**config.mk**
```make
export PLATFORM = sky130hd
export DESIGN_NAME = wb_commit
export DESIGN_NICKNAME = d
export VERILOG_FILES = /design/src/rtl/wb_commit.sv
export SDC_FILE = /design/constraint.sdc
export NUM_CORES = 1
export LEC_CHECK = 0
export BUFFER_PORTS_ARGS = -buffer_cell sky130_fd_sc_hd__buf_2
export CORE_UTILIZATION = 63
export CTS_BUF_LIST = sky130_fd_sc_hd__clkbuf_2 sky130_fd_sc_hd__clkbuf_4 sky130_fd_sc_hd__clkbuf_8
export CTS_CLUSTER_SIZE = 40
export DETAILED_ROUTE_END_ITERATION = 12
export PLACE_DENSITY_LB_ADDON = 0.15
export SYNTH_ARGS = -nofsm -noshare
export SYNTH_HDL_FRONTEND = slang
export SYNTH_SLANG_ARGS = --single-unit
```
**constraint.sdc**
```tcl
create_clock -name dclk -period 5.4 [get_ports dclk]
set_clock_uncertainty 0.05 [all_clocks]
set_input_delay 1.08 -clock dclk [delete_from_list [all_inputs] [get_ports dclk]]
set_output_delay 1.08 -clock dclk [all_outputs]
set_load 0.02 [all_outputs]
```
**src/rtl/wb_commit.sv**
```systemverilog
// Write-back/commit stage: formats load data, pulses the register file write port one cycle
// after acceptance, and tracks per-register pending writes for ID. Never backpressures except via stall_i.
module wb_commit #(
  parameter int CNT_W = 2,
  parameter int RET_W = 32
) (
  input  logic             dclk,
  input  logic             rst,
  input  logic             stall_i,
  input  logic             valid_MEM_i,
  output logic             ready_MEM_o,
  input  logic             we_MEM_i,
  input  logic [4:0]       waddr_MEM_i,
  input  logic [31:0]      wdata_MEM_i,
  input  logic             sb_MEM_i,
  input  logic             is_load_MEM_i,
  input  logic [2:0]       ldtype_MEM_i,
  input  logic [1:0]       laddr_lo_MEM_i,
  input  logic [31:0]      ldword_MEM_i,
  output logic             we_REG_o,
  output logic [4:0]       waddr_REG_o,
  output logic [31:0]      wdata_REG_o,
  input  logic             issue_ID_i,
  input  logic [4:0]       issue_rd_ID_i,
  output logic             sb_full_ID_o,
  input  logic [4:0]       rs1_ID_i,
  input  logic [4:0]       rs2_ID_i,
  output logic             rs1_busy_ID_o,
  output logic             rs2_busy_ID_o,
  output logic [RET_W-1:0] retired_o
);

  localparam logic [CNT_W-1:0] CNT_MAX = {CNT_W{1'b1}};

  typedef struct packed {
    logic        we;
    logic        commit;
    logic [4:0]  waddr;
    logic [31:0] wdata;
  } wb_t;

  wb_t              wb_q, wb_d;
  logic [CNT_W-1:0] cnt_q [32];
  logic [CNT_W-1:0] cnt_d [32];
  logic [RET_W-1:0] retired_q, retired_d;

  logic        accept;
  logic        rd_nz;
  logic [7:0]  ld_byte;
  logic [15:0] ld_half;
  logic [31:0] ld_fmt;
  logic [31:0] wdata_fmt;

  assign ready_MEM_o = !stall_i;
  assign accept      = valid_MEM_i & !stall_i;
  assign rd_nz       = (waddr_MEM_i != 5'd0);

  always_comb begin
    ld_byte = 8'(ldword_MEM_i >> {laddr_lo_MEM_i, 3'b000});
    ld_half = laddr_lo_MEM_i[1] ? ldword_MEM_i[31:16] : ldword_MEM_i[15:0];
    case (ldtype_MEM_i)
      3'b000:  ld_fmt = {{24{ld_byte[7]}}, ld_byte};
      3'b100:  ld_fmt = {24'd0, ld_byte};
      3'b001:  ld_fmt = {{16{ld_half[15]}}, ld_half};
      3'b101:  ld_fmt = {16'd0, ld_half};
      3'b010:  ld_fmt = ldword_MEM_i;
      default: ld_fmt = 32'd0;
    endcase
    wdata_fmt = is_load_MEM_i ? ld_fmt : wdata_MEM_i;
  end

  // Address/data hold between accepts; enables are single-cycle pulses.
  always_comb begin
    wb_d        = wb_q;
    wb_d.we     = 1'b0;
    wb_d.commit = 1'b0;
    if (accept) begin
      wb_d.we     = we_MEM_i & rd_nz;
      wb_d.commit = sb_MEM_i & rd_nz;
      wb_d.waddr  = waddr_MEM_i;
      wb_d.wdata  = wdata_fmt;
    end
  end

  // Simultaneous issue and commit to the same register cancel out.
  always_comb begin
    for (int i = 0; i < 32; i++) begin
      logic inc, dec;
      inc      = issue_ID_i && (issue_rd_ID_i == 5'(i)) && (i != 0);
      dec      = wb_q.commit && (wb_q.waddr == 5'(i)) && (i != 0);
      cnt_d[i] = cnt_q[i];
      if (inc && !dec && (cnt_q[i] != CNT_MAX))
        cnt_d[i] = cnt_q[i] + CNT_W'(1);
      else if (dec && !inc && (cnt_q[i] != '0))
        cnt_d[i] = cnt_q[i] - CNT_W'(1);
    end
  end

  always_comb begin
    retired_d = retired_q;
    if (wb_q.commit || wb_q.we)
      retired_d = retired_q + RET_W'(1);
  end

  always_ff @(posedge dclk) begin
    if (rst) begin
      wb_q      <= '0;
      retired_q <= '0;
      for (int i = 0; i < 32; i++) cnt_q[i] <= '0;
    end else begin
      wb_q      <= wb_d;
      retired_q <= retired_d;
      for (int i = 0; i < 32; i++) cnt_q[i] <= cnt_d[i];
    end
  end

  logic [CNT_W-1:0] cnt_issue, cnt_rs1, cnt_rs2;
  logic             rel_issue, rel_rs1, rel_rs2;

  assign cnt_issue = cnt_q[issue_rd_ID_i];
  assign cnt_rs1   = cnt_q[rs1_ID_i];
  assign cnt_rs2   = cnt_q[rs2_ID_i];
  assign rel_issue = wb_q.commit && (wb_q.waddr == issue_rd_ID_i);
  assign rel_rs1   = wb_q.commit && (wb_q.waddr == rs1_ID_i);
  assign rel_rs2   = wb_q.commit && (wb_q.waddr == rs2_ID_i);

  assign sb_full_ID_o = (issue_rd_ID_i != 5'd0) && (cnt_issue == CNT_MAX) && !rel_issue;

  // A last pending write being committed now is covered by register file forwarding.
  assign rs1_busy_ID_o = (rs1_ID_i != 5'd0) &&
                         ((cnt_rs1 > CNT_W'(1)) || ((cnt_rs1 == CNT_W'(1)) && !rel_rs1));
  assign rs2_busy_ID_o = (rs2_ID_i != 5'd0) &&
                         ((cnt_rs2 > CNT_W'(1)) || ((cnt_rs2 == CNT_W'(1)) && !rel_rs2));

  assign we_REG_o    = wb_q.we;
  assign waddr_REG_o = wb_q.waddr;
  assign wdata_REG_o = wb_q.wdata;
  assign retired_o   = retired_q;

endmodule
```
# Word-level counts from Yosys, hierarchy flattened

Memory sizes are Yosys's and may differ from the RTL's.
Index checks and enable logic that the tools add are counted.
W data, S select, Z words.

Reductions and logical operators: 302
Eq/ne operators: 104
Add/subtract/negate cells: 63
Order comparisons: 2
Bitwise gates (word level): 36
Shift operators: 1
Multiplexer cells: 100

Operators by type and width:

| operator                | number |
|---|---|
| $logic_and A1 B1 Y1     | 195 |
| $mux W2                 | 94 |
| $eq A5 B5 Y1 const B    | 32 |
| $pmux W32 S5            | 1 |
| $eq A5 B4 Y1 const B    | 16 |
| $logic_not A1 Y1        | 66 |
| $add A2 B1 Y2 const B   | 31 |
| $ne A2 B2 Y1 const B    | 31 |
| $reduce_bool A2 Y1      | 31 |
| $sub A2 B1 Y2 const B   | 31 |
| $eq A5 B3 Y1 const B    | 8 |
| $add A32 B1 Y32 const B | 1 |
| $mux W32                | 1 |
| $or A1 B1 Y1            | 32 |
| $shr A32 B5 Y8          | 1 |
| $eq A5 B2 Y1 const B    | 4 |
| $reduce_bool A5 Y1      | 4 |
| $mux W16                | 1 |
| $eq A5 B5 Y1            | 3 |
| $eq A5 B1 Y1 const B    | 2 |
| $eq A3 B3 Y1 const B    | 2 |
| $eq A2 B1 Y1 const B    | 2 |
| $gt A2 B1 Y1 const B    | 2 |
| $and A1 B1 Y1           | 3 |
| other kinds (10)        | 14 |

Output and inout port bits: 74
Bits in writable memories: 64
Logic and storage cells: 614
Memories: 1
Register bits: 71

Memory list:

| name  | words | bits a word | rd ports | clocked after memory_dff | write ports | RTL line | text |
|---|---|---|---|---|---|---|---|
| cnt_q | 32    | 2           | 34       | 0                        | 32          | 43       | `logic [CNT_W-1:0] cnt_q [32];` |

# Longest topological paths before layout

Gate-level depths: netlist (run 1).

Depth after elaboration: 8
Depth in mapped cells: 7
Gate-level depth less buffers: 6

# Least setup slack after synthesis (run 1)

No wires, ideal clock.

Path kind: input to output
Start point: in issue_rd_ID_i[1]
End point: out sb_full_ID_o
Stages: 6
Arrival time: 2742 ps
Setup slack: 1528 ps
Path buffers: 2
Cells stage by stage: buf_2 buf_1 mux4_2 o211ai_1 nand4b_1 a21oi_1

Word-level cells in the longest chain between the ends: 4
Elaborated cells between the ends (all ways): 8
Classes of those cells: 2 x eq/ne; 5 x reduce/logical; 1 x memory

RTL lines:

| what                                                    | RTL line | text |
|---|---|---|
| from (decl)                                             | 24       | `input logic [4:0] issue_rd_ID_i,` |
| $mem_v2 Z32 W2 or $eq A5 B5 Y1 (tied branches)          | --       |  |
| $eq A2 B2 Y1 or $logic_and A1 B1 Y1 (tied branches)     | 127, 123 |  |
| $logic_and A1 B1 Y1 or $logic_not A1 Y1 (tied branches) | 127      | `assign sb_full_ID_o = (issue_rd_ID_i != 5'd0) && (cnt_issue == CNT_MAX) && !rel_issue;` |
| $logic_and A1 B1 Y1 *                                   | 127      |  |
| to (decl)                                               | 25       | `output logic sb_full_ID_o,` |

Every way passes the cells marked *; elsewhere a longest branch is shown, timed or not.

# Final worst setup path (run 1)

Start point: in rs1_ID_i[0]
End point: out rs1_busy_ID_o

Word-level cells in the longest chain between the ends: 6
Elaborated cells between the ends (all ways): 10
Classes of those cells: 1 x order compare; 2 x eq/ne; 6 x reduce/logical; 1 x memory

RTL lines:

| what                                                   | RTL line | text |
|---|---|---|
| from (decl)                                            | 26       | `input logic [4:0] rs1_ID_i,` |
| branches (longest 5 deep; another with $mem_v2 Z32 W2) | --       |  |
| $logic_and A1 B1 Y1 *                                  | 130      | `assign rs1_busy_ID_o = (rs1_ID_i != 5'd0) &&` |
| to (decl)                                              | 28       | `output logic rs1_busy_ID_o,` |

Mark *: on every way between the ends.

==> results of run 1 <==
## cell families (layout without fill, tap and decap cells)
| logic type | after synthesis | in the layout | share of synthesized area [%] |
|---|---|---|---|
| and+or+nand+nor | 413 | 413 | 22.1 |
| AOI/OAI and AO/OA | 301 | 301 | 22.1 |
| buffers and inverters | 135 | 229 | 7.47 |
| DFF | 133 | 133 | 29.6 |
| muxes | 82 | 82 | 14.6 |
| xor gates and xnor gates | 42 | 42 | 4.08 |
| adders and majority gates | 1 | 1 | 0.139 |
## synthesized netlist by cell type (16+ instances only)
| cell type | number |
|---|---|
| inv_1 | 25 |
| mux4_2 | 38 |
| o21ai_0 | 56 |
| a311oi_1 | 16 |
| buf_2 | 16 |
| clkbuf_1 | 48 |
| nor2_1 | 124 |
| o211ai_1 | 24 |
| buf_4 | 39 |
| nand3_1 | 34 |
| dfxtp_1 | 133 |
| xor2_1 | 17 |
| mux2i_1 | 31 |
| a21o_1 | 24 |
| nand2_1 | 143 |
| a21oi_1 | 84 |
| or2_2 | 20 |
| xnor2_1 | 25 |
| a211oi_1 | 24 |
## sequential cells by signal, summed over array words and instances (netlist names)
signal / count
cnt_q: 62
retired_o: 32
wdata_REG_o: 32
waddr_REG_o: 5
wb_q: 1
we_REG_o: 1
## power groups by stage
stage / clock network [uW] / logic, uW / registers, uW
CTS: 870 / 292 / 1020
floorplan: 0 / 223 / 1040
detailed placement: 0 / 291 / 1050
global route: 907 / 318 / 1030
global placement: 0 / 288 / 1050
finish: 859 / 295 / 1030
## metrics by stage
step / hold slack (ps) / cell area (um^2)
floorplan: 425 / 9010
global placement: 425 / 9530
detailed placement: 435 / 9530
CTS: 449 / 9930
global route: 464 / 9930
finish: 446 / 9930
## cell type report
| class | count | area [um^2] |
|---|---|---|
| multi-input cells | 839 | 5680 |
| fillers | 1155 | 4000 |
| flip-flops and latches | 133 | 2660 |
| repair buffers | 172 | 868 |
| clock buffers | 19 | 255 |
| well taps | 180 | 225 |
| clock inverters | 13 | 148 |
| inverters | 25 | 93.8 |
## placed cells by master (no fill, tap or decap), drive strengths merged, types with 6 or more instances in the layout
cell type | Yosys | layout
buf | 62 | 172
mux2 | 13 | 13
a211o | 11 | 11
clkinv | 0 | 6
mux4 | 38 | 38
nand3 | 34 | 34
a21o | 24 | 24
or2 | 21 | 21
nand2b | 10 | 10
a31oi | 9 | 9
a211oi | 24 | 24
nor4 | 13 | 13
xor2 | 17 | 17
clkbuf | 48 | 19
nor2 | 124 | 124
nand4 | 8 | 8
nor3 | 9 | 9
nor2b | 8 | 8
mux2i | 31 | 31
o211ai | 24 | 24
dfxtp | 133 | 133
o21bai | 7 | 7
a21boi | 7 | 7
nand2 | 143 | 143
o211a | 8 | 8
xnor2 | 25 | 25
a311oi | 16 | 16
o21ai | 56 | 56
inv | 25 | 29
a21oi | 84 | 84
## routing by layer
metal	up-vias	track usage, %	wire length (um)
li1	4169	-	-
met1	4021	44.4	10100
met2	447	57.1	12100
met3	56	8.75	2510
met4	0	12.9	615
met5	-	0	0
## worst min path at each step
stage                      end  cells after the start  slack, ps
4_1_cts        wdata_REG_o[29]                      2        450
3_5_place_dp     retired_o[31]                      2        440
3_3_place_gp     retired_o[31]                      2        420
5_1_grt          retired_o[31]                      2        460
6_report       wdata_REG_o[30]                      2        450
2_1_floorplan     cnt_q[30][0]                      2        420
## worst reg2reg max path, delay by kind of cell, from the launching register on
kind	cells	cell delay (ps)
and+or+nand+nor	4	1680
DFF	1	430
AOI/OAI and AO/OA	1	130
==> impl_metrics.tcl, run 1 <==
set metrics [dict create \
    hold_viol 0 \
    synth_top_area_share_pct 29.6 \
    area_delta_synth_final_pct 10.3 \
    p_seq_share_pct 47.0 \
    wirelength_um 25400 \
    dp_cells 1349 \
    die_height_um 122 \
    crit_family "buffers and inverters" \
    drc 0 \
    synth_fp_nets 1205 \
    cts_buffers 17 \
    synth.avg_cell_area_um2 8.14 \
    r2r_cells 5 \
    gr-total-overflow 0 \
    grt_max_degree 104 \
    final_max_slew_viol_count 0 \
    tritoncts "done" \
    synth_seq_cells 133 \
    final_cells 1381 \
    power_uw 2180 \
    fmax_mhz 238 \
    yosysWarnings 0 \
    synth-seq-area-share_pct 29.6 \
    min_from "wdata_REG_o[30]" \
    antenna_found_initial 0 \
    required_ps 4270 \
    clk_pin_slew_ps 70 \
    tightest_slew_ps 1100 \
    die-area_mm2 0.0148 \
    gp_congestion 0.943 \
    via_count 8693 \
    crit_cells 7 \
    grt_setup_unrepaired "false" \
    route.antenna.remaining_nets 0 \
    timing.rr.start "retired_o[13]" \
    antenna_cells 0 \
    rows 43 \
    fin_util_pct 71.3 \
    crit_fanout 22 \
    relSlewSlack_pct 26.5 \
    htree_levels 4 \
    root_buffer "clkbuf_8" \
    numPortBuffers 170 \
    power_frac_clock_pct 39.4 \
    start_util_pct 64.6 \
    rrSetupSlack_ps 3040 \
    async_reset_ff_share_pct 0 \
    grtUsageTotal_pct 34.9 \
    combPwrFrac_pct 13.5 \
    grt_pass1_vias 7921 \
    fin_crit_sh_pct 77.7 \
    cts_setup_buffers 0 \
    drtIter0Drc 768 \
    synth.area.top_cells "dfxtp_1 (30%), mux4_2 (9.5%), nand2_1 (6.0%)" \
    path_buf_inv 2 \
    post_cts_resized 0 \
    p_sw_share_pct 28.9 \
    setup_slack_ps 1210 \
    grt_pass1_wl_um 40100 \
    synth.distinct_cells 64 \
    cts_sinks 133 \
    finalCriticalPeriod_ps 4190 \
    max_stage_delay_ps 570 \
    cp-start-kind "primary input" \
    drv_cap 0 \
    ys.flop_type "dfxtp_1" \
    pre_cts_ws_ps 1200 \
    drive_above_1_share_pct 23.6 \
    crit_path_top_delay_cell "mux4_2" \
    design.core.area_mm2 0.0139 \
    power_leakage_uw 0.00373 \
    setup.worst_path.end "rs1_busy_ID_o" \
    internal-power_uw 1550 \
    viasPerCell 6.29 \
    ioPinCount 171 \
    firstDrtPassIters 5 \
    crit_chain "buf_2 -> mux4_2 -> nor2b_1 -> a211o_1 -> o221ai_1 -> o31ai_1 -> buf_2" \
    worstReg2RegEnd "retired_o[31]" \
    cts_max_path_buffers 2 \
    outcome "complete, no violations" \
    die_x_um 122 \
    p_sw_uw 629 \
    ir_drop_mv 0.186 \
    dpl.hpwl_um 18100 \
    power-per-cell-area_mw_per_mm2 220 \
    synth-edff-count 0 \
    final-setup-viol-count 0 \
    cp-end-kind "output port" \
    crit_type "primary input to output port" \
    synth_top_area_cell "dfxtp_1" \
    tns_ps 0 \
    synthCells 1107 \
    postCtsHoldBufs 0 \
    cp-startpoint "rs1_ID_i[0]" \
    hold_path_class "flop to flop" \
    final_net_count 1286 \
    worstPathArrival_ps 3060 \
    wl_per_cell_um 18.4 \
    clk_latency_ps 460 \
    crit_top_cell "buf_2" \
    syn_area_mm2 0.00901 \
]
(Power assumes the default switching activity.)
==> run 2: changes to the inputs <==
CORE_UTILIZATION = 58   (was 63)
clock period = 4 ns   (was 5.4 ns; I/O delays follow)
==> run 2 against run 1 <==
Sequential power is 34% higher. First-iteration DRC count fell by 1.0%. Critical path depth is the same. Non-clock buffer count up 7. Largest cell class unchanged. Routed wire length is 0.85% higher. Global-route usage down 2.4 points. Sequential share of layout area fell by 0.24 points. Hold slack got worse by 5.0 ps. Combinational power up 39%. Worst setup slack got worse by 770 ps. Total power rose by 37%. Utilization down 5.4 points.
==> impl_metrics.tcl, run 2 (synthesis results as in run 1) <==
set metrics [dict create \
    die_height_um 127 \
    grt_max_degree 92 \
    tns_ps 0 \
    dp_cells 1364 \
    combPwrFrac_pct 13.8 \
    crit_path_top_delay_cell "mux4_2" \
    cts_max_path_buffers 2 \
    viasPerCell 6.27 \
    numPortBuffers 170 \
    cp-start-kind "primary input" \
    dpl.hpwl_um 18700 \
    power-per-cell-area_mw_per_mm2 297 \
    grt_setup_unrepaired "false" \
    p_seq_share_pct 46.3 \
    worstPathArrival_ps 2710 \
    root_buffer "clkbuf_8" \
    antenna_cells 0 \
    internal-power_uw 2130 \
    via_count 8751 \
    start_util_pct 59.2 \
    path_buf_inv 2 \
    fin_util_pct 65.9 \
    cts_setup_buffers 0 \
    die_x_um 127 \
    crit_fanout 19 \
    required_ps 3150 \
    final_common_cell "buf_2" \
    firstDrtPassIters 6 \
    final-setup-viol-count 0 \
    drive_above_1_share_pct 24.0 \
    relSlewSlack_pct 30.4 \
    crit_type "primary input to output port" \
    hold_path_class "flop to flop" \
    gp_congestion 0.975 \
    grtUsageTotal_pct 32.5 \
    tritoncts "done" \
    p_sw_uw 850 \
    design.core.area_mm2 0.0152 \
    power_frac_clock_pct 39.9 \
    finalCriticalPeriod_ps 3560 \
    crit_top_cell "buf_2" \
    ioPinCount 171 \
    die-area_mm2 0.0160 \
    final_cell_mix "buf_2 (169), nand2_1 (143), dfxtp_1 (133)" \
    largest_reg_flops 62 \
    rows 45 \
    ir_drop_mv 0.266 \
    gr-total-overflow 0 \
    final_cells 1396 \
    drtIter0Drc 760 \
    grt_pass1_wl_um 41100 \
    top_register "cnt_q" \
    fin_crit_sh_pct 89.1 \
    grt_pass1_vias 7858 \
    postCtsHoldBufs 0 \
    cts_sinks 133 \
    wl_per_cell_um 18.4 \
    p_sw_share_pct 28.5 \
    fmax_mhz 281 \
    final_net_count 1293 \
    hold_viol 0 \
    tightest_slew_ps 1040 \
    final_max_slew_viol_count 0 \
    clk_latency_ps 450 \
    power_leakage_uw 0.00378 \
    max_stage_delay_ps 580 \
    crit_chain "buf_2 -> mux4_2 -> mux2i_1 -> a21oi_1 -> a2111oi_0 -> o31ai_1 -> buf_2" \
    wirelength_um 25600 \
    area_delta_synth_final_pct 11.3 \
    post_cts_resized 0 \
    outcome "complete, no violations" \
    cts_buffers 17 \
    drc 0 \
    clk_pin_slew_ps 80 \
    cp-end-kind "output port" \
    crit_family "multiplexers" \
    htree_levels 4 \
    antenna_found_initial 0 \
    drv_cap 0 \
    route.antenna.remaining_nets 0 \
    power_uw 2980 \
]
-- run 2: changes by cell type in the layout (fill, tap and decap cells not counted) --
cell      delta
buf_4        +6
clkbuf_8     +2
inv_8        +1
clkinv_4     -2
buf_12       +1
clkbuf_4     -1
-- run 2: worst register-to-register path, cell delays in order, from the launching register on --
cell and delay [ps]:
dfxtp_1 430, and4_1 260, nand4_1 410, or4_1 650, or3_1 320, a21oi_1 130
-- run 2: final timing paths --
check	start	end	slack, ps	cells past startpoint
max	rs2_ID_i[1]	rs2_busy_ID_o	440	7
min	retired_o[1]	retired_o[1]	440	2
max reg2reg	retired_o[13]	retired_o[31]	1670	5
min reg2reg	retired_o[1]	retired_o[1]	440	2
-- run 2: metrics by stage --
step | setup slack [ps] | area, um^2 | hold WS (ps)
after floorplan | 688 | 9010 | 425
after global placement | 483 | 9600 | 425
after detailed placement | 416 | 9600 | 436
after CTS | 407 | 10000 | 448
after global routing | 262 | 10000 | 464
final | 437 | 10000 | 441
-- run 2: power groups by stage --
stage	combinational, uW	clock [uW]	sequential [uW]
floorplan	301	0	1400
global placement	403	0	1410
detailed placement	406	0	1410
CTS	407	1200	1380
global route	445	1270	1380
finish	411	1190	1380
-- run 2: layout make-up --
| class | instances | area (um^2) |
|---|---|---|
| multi-input cells | 839 | 5680 |
| fillers | 1376 | 5180 |
| flip-flops and latches | 133 | 2660 |
| repair buffers | 179 | 933 |
| clock buffers | 20 | 275 |
| well taps | 188 | 235 |
| clock inverters | 12 | 141 |
| inverters | 25 | 93.8 |
-- run 2: layer usage --
layer	share of wire [%]	GRT usage [%]	up-vias	routed length, um
met3	10	8.35	37	2640
met2	46	52.2	456	11900
li1	-	-	4174	-
met5	0	0	-	0
met1	42	43.7	4084	10700
met4	1.5	7.87	0	374
